--- src/rtl/openddr_refresh_ctrl.sv ---
// openddr_refresh_ctrl: periodic DRAM refresh sequencer with postponement and PREA/REF strobes
// Ports:
//   mck, mc_rst_b            controller clock, asynchronous active-low reset
//   cfg_ref_en, cfg_trefi    refresh enable, interval in mck cycles (0 disables)
//   cfg_trp, cfg_trfc        precharge-to-refresh and refresh-to-next-command waits
//   bus_busy, ref_gnt        scheduler traffic indication and bus grant
//   ref_req, ref_urgent      bus request, postponement limit nearly reached
//   ref_active               refresh owns the command bus
//   pre_all_cmd, ref_cmd     one-cycle PRECHARGE-ALL / REFRESH strobes
//   pending_cnt, ref_ovf     outstanding refreshes, sticky lost-tick flag
// Optional: OPENDDR_REF_STATS_EN adds stat_ref_cnt and stat_urgent_cnt.
module openddr_refresh_ctrl #(
  parameter int MAX_POSTPONE = 8,
  parameter int TREFI_W = 16,
  parameter int TRFC_W = 10,
  parameter int TRP_W = 8
) (
  input  logic               mck,
  input  logic               mc_rst_b,
  input  logic               cfg_ref_en,
  input  logic [TREFI_W-1:0] cfg_trefi,
  input  logic [TRP_W-1:0]   cfg_trp,
  input  logic [TRFC_W-1:0]  cfg_trfc,
  input  logic               bus_busy,
  input  logic               ref_gnt,
  output logic               ref_req,
  output logic               ref_urgent,
  output logic               ref_active,
  output logic               pre_all_cmd,
  output logic               ref_cmd,
  output logic [3:0]         pending_cnt,
`ifdef OPENDDR_REF_STATS_EN
  output logic [31:0]        stat_ref_cnt,
  output logic [15:0]        stat_urgent_cnt,
`endif
  output logic               ref_ovf
);
  localparam int WW = (TRFC_W > TRP_W) ? TRFC_W : TRP_W;
  localparam logic [3:0] MAXP = 4'(MAX_POSTPONE);
  typedef enum logic [2:0] {IDLE, REQ, PRE, WAIT_RP, REF, WAIT_RFC} state_t;
  state_t state_q, state_d;
  logic [TREFI_W-1:0] intv_q, intv_d;
  logic [WW-1:0] wcnt_q, wcnt_d;
  logic [3:0] pend_q, pend_d;
  logic ovf_q, ovf_d, req_q, req_d, act_q, act_d, pre_q, pre_d, refc_q, refc_d;
  logic ref_en, tick, inc, urgent, go, wdone;
  always_comb begin
    ref_en = cfg_ref_en && (cfg_trefi != '0);
    tick = ref_en && (intv_q == '0);
    intv_d = !ref_en ? '0 : tick ? cfg_trefi - TREFI_W'(1) : intv_q - TREFI_W'(1);
    // a tick coinciding with a refresh is never lost, even at saturation
    inc = tick && ((pend_q != MAXP) || refc_q);
    pend_d = pend_q + 4'(inc) - 4'(refc_q);
    ovf_d = ovf_q || (tick && (pend_q == MAXP) && !refc_q);
    urgent = pend_q >= (MAXP - 4'd1);
    go = (pend_q != '0) && (urgent || !bus_busy);
    // waits last max(cfg,1) cycles so gnt->ref_cmd is cfg_trp+2
    wdone = wcnt_q <= WW'(1);
    state_d = state_q;
    wcnt_d = (wcnt_q == '0) ? '0 : wcnt_q - WW'(1);
    case (state_q)
      IDLE:     state_d = (go && cfg_ref_en) ? REQ : IDLE;
      REQ:      state_d = !cfg_ref_en ? IDLE : ref_gnt ? PRE : REQ;
      PRE: begin
        state_d = WAIT_RP;
        wcnt_d = WW'(cfg_trp);
      end
      WAIT_RP:  state_d = wdone ? REF : WAIT_RP;
      REF: begin
        state_d = WAIT_RFC;
        wcnt_d = WW'(cfg_trfc);
      end
      WAIT_RFC: state_d = !wdone ? WAIT_RFC : go ? PRE : IDLE;
      default:  state_d = IDLE;
    endcase
    req_d = state_d == REQ;
    act_d = state_d inside {PRE, WAIT_RP, REF, WAIT_RFC};
    pre_d = state_d == PRE;
    refc_d = state_d == REF;
  end
  always_ff @(posedge mck or negedge mc_rst_b) begin
    if (!mc_rst_b) begin
      state_q <= IDLE;
      intv_q <= '0;
      wcnt_q <= '0;
      pend_q <= '0;
      ovf_q <= 1'b0;
      req_q <= 1'b0;
      act_q <= 1'b0;
      pre_q <= 1'b0;
      refc_q <= 1'b0;
    end else begin
      state_q <= state_d;
      intv_q <= intv_d;
      wcnt_q <= wcnt_d;
      pend_q <= pend_d;
      ovf_q <= ovf_d;
      req_q <= req_d;
      act_q <= act_d;
      pre_q <= pre_d;
      refc_q <= refc_d;
    end
  end
  assign ref_req = req_q;
  assign ref_urgent = urgent;
  assign ref_active = act_q;
  assign pre_all_cmd = pre_q;
  assign ref_cmd = refc_q;
  assign pending_cnt = pend_q;
  assign ref_ovf = ovf_q;
`ifdef OPENDDR_REF_STATS_EN
  logic [31:0] sref_q, sref_d;
  logic [15:0] surg_q, surg_d;
  always_comb begin
    sref_d = sref_q + 32'(refc_q);
    surg_d = surg_q + 16'((state_q == IDLE) && (state_d == REQ) && urgent);
  end
  always_ff @(posedge mck or negedge mc_rst_b) begin
    if (!mc_rst_b) begin
      sref_q <= '0;
      surg_q <= '0;
    end else begin
      sref_q <= sref_d;
      surg_q <= surg_d;
    end
  end
  assign stat_ref_cnt = sref_q;
  assign stat_urgent_cnt = surg_q;
`endif
endmodule

--- config.mk ---
export PLATFORM = sky130hd
export DESIGN_NAME = openddr_refresh_ctrl
export DESIGN_NICKNAME = d
export VERILOG_FILES = /design/src/rtl/openddr_refresh_ctrl.sv
export SDC_FILE = /design/constraint.sdc
export NUM_CORES = 1
export LEC_CHECK = 0
export CAP_MARGIN = 20
export CORE_ASPECT_RATIO = 0.7
export CORE_UTILIZATION = 30
export DETAILED_ROUTE_END_ITERATION = 8
export PLACE_DENSITY_LB_ADDON = 0.25
export SLEW_MARGIN = 10
export SYNTH_ARGS = -nofsm -noshare
export SYNTH_HDL_FRONTEND = slang
export SYNTH_SLANG_ARGS = --single-unit
--- constraint.sdc ---
create_clock -name mck -period 3.2 [get_ports mck]
set_input_delay 0.32 -clock mck [delete_from_list [all_inputs] [get_ports mck]]
set_output_delay 0.32 -clock mck [all_outputs]
set_load 0.01 [all_outputs]
# Word level (Yosys, flattened, before mapping)
# Cells that the tools add are included.
# op_classes
n_addsub	5
mul	0
div_mod_pow	0
order_cmp	2
eq_ne	12
shift	0
mux	11
bitwise	0
n_reduce_logical	18
# op_table
operator	count
$mux 16	2
$sub 16x1->16 const B	2
$pmux 10 s2	1
$pmux 3 s6	1
$logic_not 16->1	1
$reduce_bool 16->1	1
$eq 3x2->1 const B	4
$eq 3x3->1 const B	4
$le 10x1->1 const B	1
$logic_not 10->1	1
$mux 10	1
$sub 10x1->10 const B	1
$reduce_bool 4->1	2
$logic_and 1x1->1	7
$eq 3x1->1 const B	2
$mux 2	3
$mux 3	2
$add 4x1->4	1
$eq 4x4->1 const B	1
$ge 4x3->1 const B	1
$ne 4x4->1 const B	1
$sub 4x1->4	1
$logic_not 3->1	1
$logic_or 1x1->1	3
other kinds (2)	3
# totals
regBits	38
latchBits	0
mem_bits_rw	0
mem_bits_ro	0
input_bits	39
elab_cells	57
n_memories	0

# Longest topological paths before layout
# logic_depth
ltp_word	8
ltp_mapped	12
ltp_nobuf	10

# Least setup slack after synthesis
# No wires, ideal clock.
# synth_path
kind	register -> register
from	register intv_q[9]
to	register intv_q[14]
setup_time_ps	125
arrival_time_ps	2727
t_required_ps	3075
path_slack_ps	349
stages_incl_launch_ff	12
path_buffers	1
synth_period_minus_slack_ps	2851
path_cell_list	dfrtp_1 > or3_1 > nor2_1 > o211a_2 > buf_4 > a21oi_1 > ha_1 > nand2_1 > or3_1 > o32ai_4 > o2111ai_1 > mux2_2
# synth_between
elab_chain_cells	4
elab_cells_between_ends	5
# synth_lines
item	line_no	text
start, declared	42	logic [TREFI_W-1:0] intv_q, intv_d;
start signal, assigned	94	intv_q <= intv_d;
parallel branches: the longest is 2 deep, another holds $sub 16x1->16	n/a	
$mux 16 * (2 in series)	50	intv_d = !ref_en ? '0 : tick ? cfg_trefi - TREFI_W'(1) : intv_q - TREFI_W'(1);
named net intv_d[14]	42	
# Mark *: on every way through the listed nets, which the timed path passes.

# Worst setup path after layout
# layout_path
from	input port cfg_trefi[1]
to	register intv_q[14]
# layout_between
elab_chain_cells	5
elab_cells_between_ends	6
# layout_lines
item	line_no	text
start, declared	21	input logic [TREFI_W-1:0] cfg_trefi,
parallel branches: the longest is 4 deep, another holds $sub 16x1->16	n/a	
$mux 16 *	50	
named net intv_d[14]	42	
# Marked as above.

==> metrics <==
status=complete, no violations; clock slew at reported path FFs=0.06 ns; Primary FF master, synth=dfrtp_1; synth cell count leaders=dfrtp_1 (38), nor2_1 (25), a21oi_1 (18), o21ai_0 (15), inv_1 (12); Reg area=951 sq um; Compound-Gate Fraction of Synth Area=20.5%; die area=0.00859 sq mm; GRT Util Overall=15.0%; arrival time of the worst setup path=3.05 ns; Gate power share=46.1%; first-pass GRT wire length=10100 microns; fraction of synthesized area in multiplexers=3.05%; starting density of the core=31.2%; Worst Setup Start Kind=input pin; drt wl/cell=14.2 microns; Iteration-0 DRC Markers=57; EDFF count, synth=0; TritonCTS Sinks=38; relative slew slack=40.9%; Finished Cell Area=0.00338 sq mm; NetSw=1.05 mW; PwrDens=839 mW/mm^2; Place WS=0.0215 ns; post-DR vias/cell=5.07; vias in the first global route=2101; Worst Skew=0.00508 ns; Distinct cells, synth=52; Post-CTS Hold Buffers=0; Hold WC Path Type=in2async; RePlAce Congestion=0.831; pin count of the biggest net entering global routing=39; FF+latch count, synth=38; final worst-path setup slack=0.311 ns; clock share of power=23.4%; main combinational cell family by area after synthesis=simple AND/OR/NAND/NOR gates; nets@finish=378; Gate Count Post-Synth=259; unrepaired setup endpoints after global routing=no; hpwl dp=4670 microns; XOR/XNOR Fraction of Synth Area=4.97%; CP Capture Type=register; Post-CTS Setup Bufs=0; Clock Tree Root=clkbuf_16; row count=27; fin crit share=90.3%; overall power=2.84 mW; fmax=346 MHz; Worst-Margin Slew=0.887 ns; CTS max path bufs=2; WP data required=3.36 ns; I/O pins=49; Final min period=2.89 ns; post-CTS sizing=0; layout cells sized above 1=14.3%; Synth Area in Adders=6.40%; final setup TNS=0 ns; Area Growth Syn to Fin=37.2%; max_cap viols=0; n_diodes=0; simple-gate portion of the synthesized area=23.6%; crit path max fanout=5; die width=110 microns; ANT nets after route=0; Seq/Total Area, Yosys=38.6%; grt total ovfl=0; Sw Ratio=37.1%; initial antenna violation count=0; Setup CP Type=in2reg; area post-placement=0.00318 sq mm; internal power=1.78 mW; clock latency on the worst-skew pair=0.28 ns; Max Transition Viols Final=0; Flop pwr share=30.5%; Max VDD drop=0.400 mV; Min Hold Slack=0.160 ns; final hold vios=0; syn nets=310; Util after Layout=42.8%; Async SR Flop Fraction=100%; placed insts=421; buffers added on ports=48; Filler Cell Count=799; non-filler cells, final=429; Finish-stage setup viols=0; Synth top area share=38.6%; 1st-pass router iterations=4; H-tree Lvls=2; CORE AREA=0.00791 sq mm; YS warnings=0; Lkg Pwr=1.42 nW; cell taking the most area after synthesis=dfrtp_1; syn avg cell area=9.52 sq um; DR DRC count=0; die height=77.8 microns; Vias=2175; most common cell in the synthesized netlist=dfrtp_1; Detailed Route WL=6080 microns; ranking of synthesized cells by area=dfrtp_1 (39%), ha_1 (5.6%), nor2_1 (3.8%); area of the multi-input gates=0.00144 sq mm; CTS tree=done; CTS Buf Count=5; mapped cell area=0.00246 sq mm
==> per-layer routing <==
metal / wire length [microns] / track usage, %
met5: 0 / 0
met4: 26 / 2.76
met3: 368 / 3.95
met2: 2470 / 21.7
met1: 3210 / 22.1
==> worst max-delay path, stage by stage <==
cell	delay (ns)
clkdlybuf4s50_1	0.42
nor4_1	0.42
nand4_2	0.17
o211a_2	0.31
a21oi_1	0.16
ha_1	0.18
nand2_1	0.07
or3_1	0.35
o32ai_4	0.21
o2111ai_1	0.17
mux2_2	0.29
==> flip-flops by register name (all words and copies together), names as in the netlist <==
name	cells
pre_all_cmd	1
ref_cmd	1
pending_cnt	4
ref_req	1
state_q	3
wcnt_q	10
ref_ovf	1
intv_q	16
ref_active	1
==> power by group through the flow <==
stage	Clock [mW]	Sequential [mW]	Combinational (mW)
floorplan	0	0.859	0.995
global placement	0	0.866	1.29
detailed placement	0	0.865	1.30
CTS	0.683	0.863	1.32
global route	0.698	0.893	1.47
finish	0.663	0.864	1.31
==> layout by cell type (no fill, tap or decap), types with 8 or more instances in the layout <==
cell type        netlist  routed
nor2_1                25      25
buf_4                  1      19
clkdlybuf4s50_1        0      47
dfrtp_1               38      38
nand2_1                9       9
nor3_1                11      11
a22oi_1               10      10
xnor2_1                8       8
ha_1                  11      11
a21oi_1               18      18
inv_1                 12      12
o21ai_0               15      15
==> final timing paths <==
| kind | startpoint | end | slack [ns] | cells past startpoint |
|---|---|---|---|---|
| min in group mck | ref_ovf | ref_ovf | 0.47 | 1 |
| max in group asynchronous | mc_rst_b | state_q[2] | 2.48 | 1 |
| setup / recovery | cfg_trefi[1] | intv_q[14] | 0.31 | 11 |
| setup reg to reg | intv_q[0] | pending_cnt[2] | 0.45 | 9 |
| hold reg to reg | ref_ovf | ref_ovf | 0.47 | 1 |
| hold / removal | mc_rst_b | intv_q[6] | 0.16 | 1 |
==> logic make-up after synthesis <==
kind of cell / Yosys count
adder cells (fa/ha/maj): 12
flip-flops: 38
buffers and inverters: 18
AO/OA/AOI/OAI: 74
multiplexers: 7
XOR/XNOR: 14
AND/OR/NAND/NOR: 96
==> area by class of cell <==
class | count | share of cell area [%]
repair buffers | 67 | 18.3
well taps | 101 | 3.74
flip-flops and latches | 38 | 28.1
inverters | 12 | 1.33
clock inverters | 2 | 1.78
multi-input cells | 203 | 42.6
clock buffers | 6 | 4.11
Note: power is estimated with default switching activity, not from simulation.
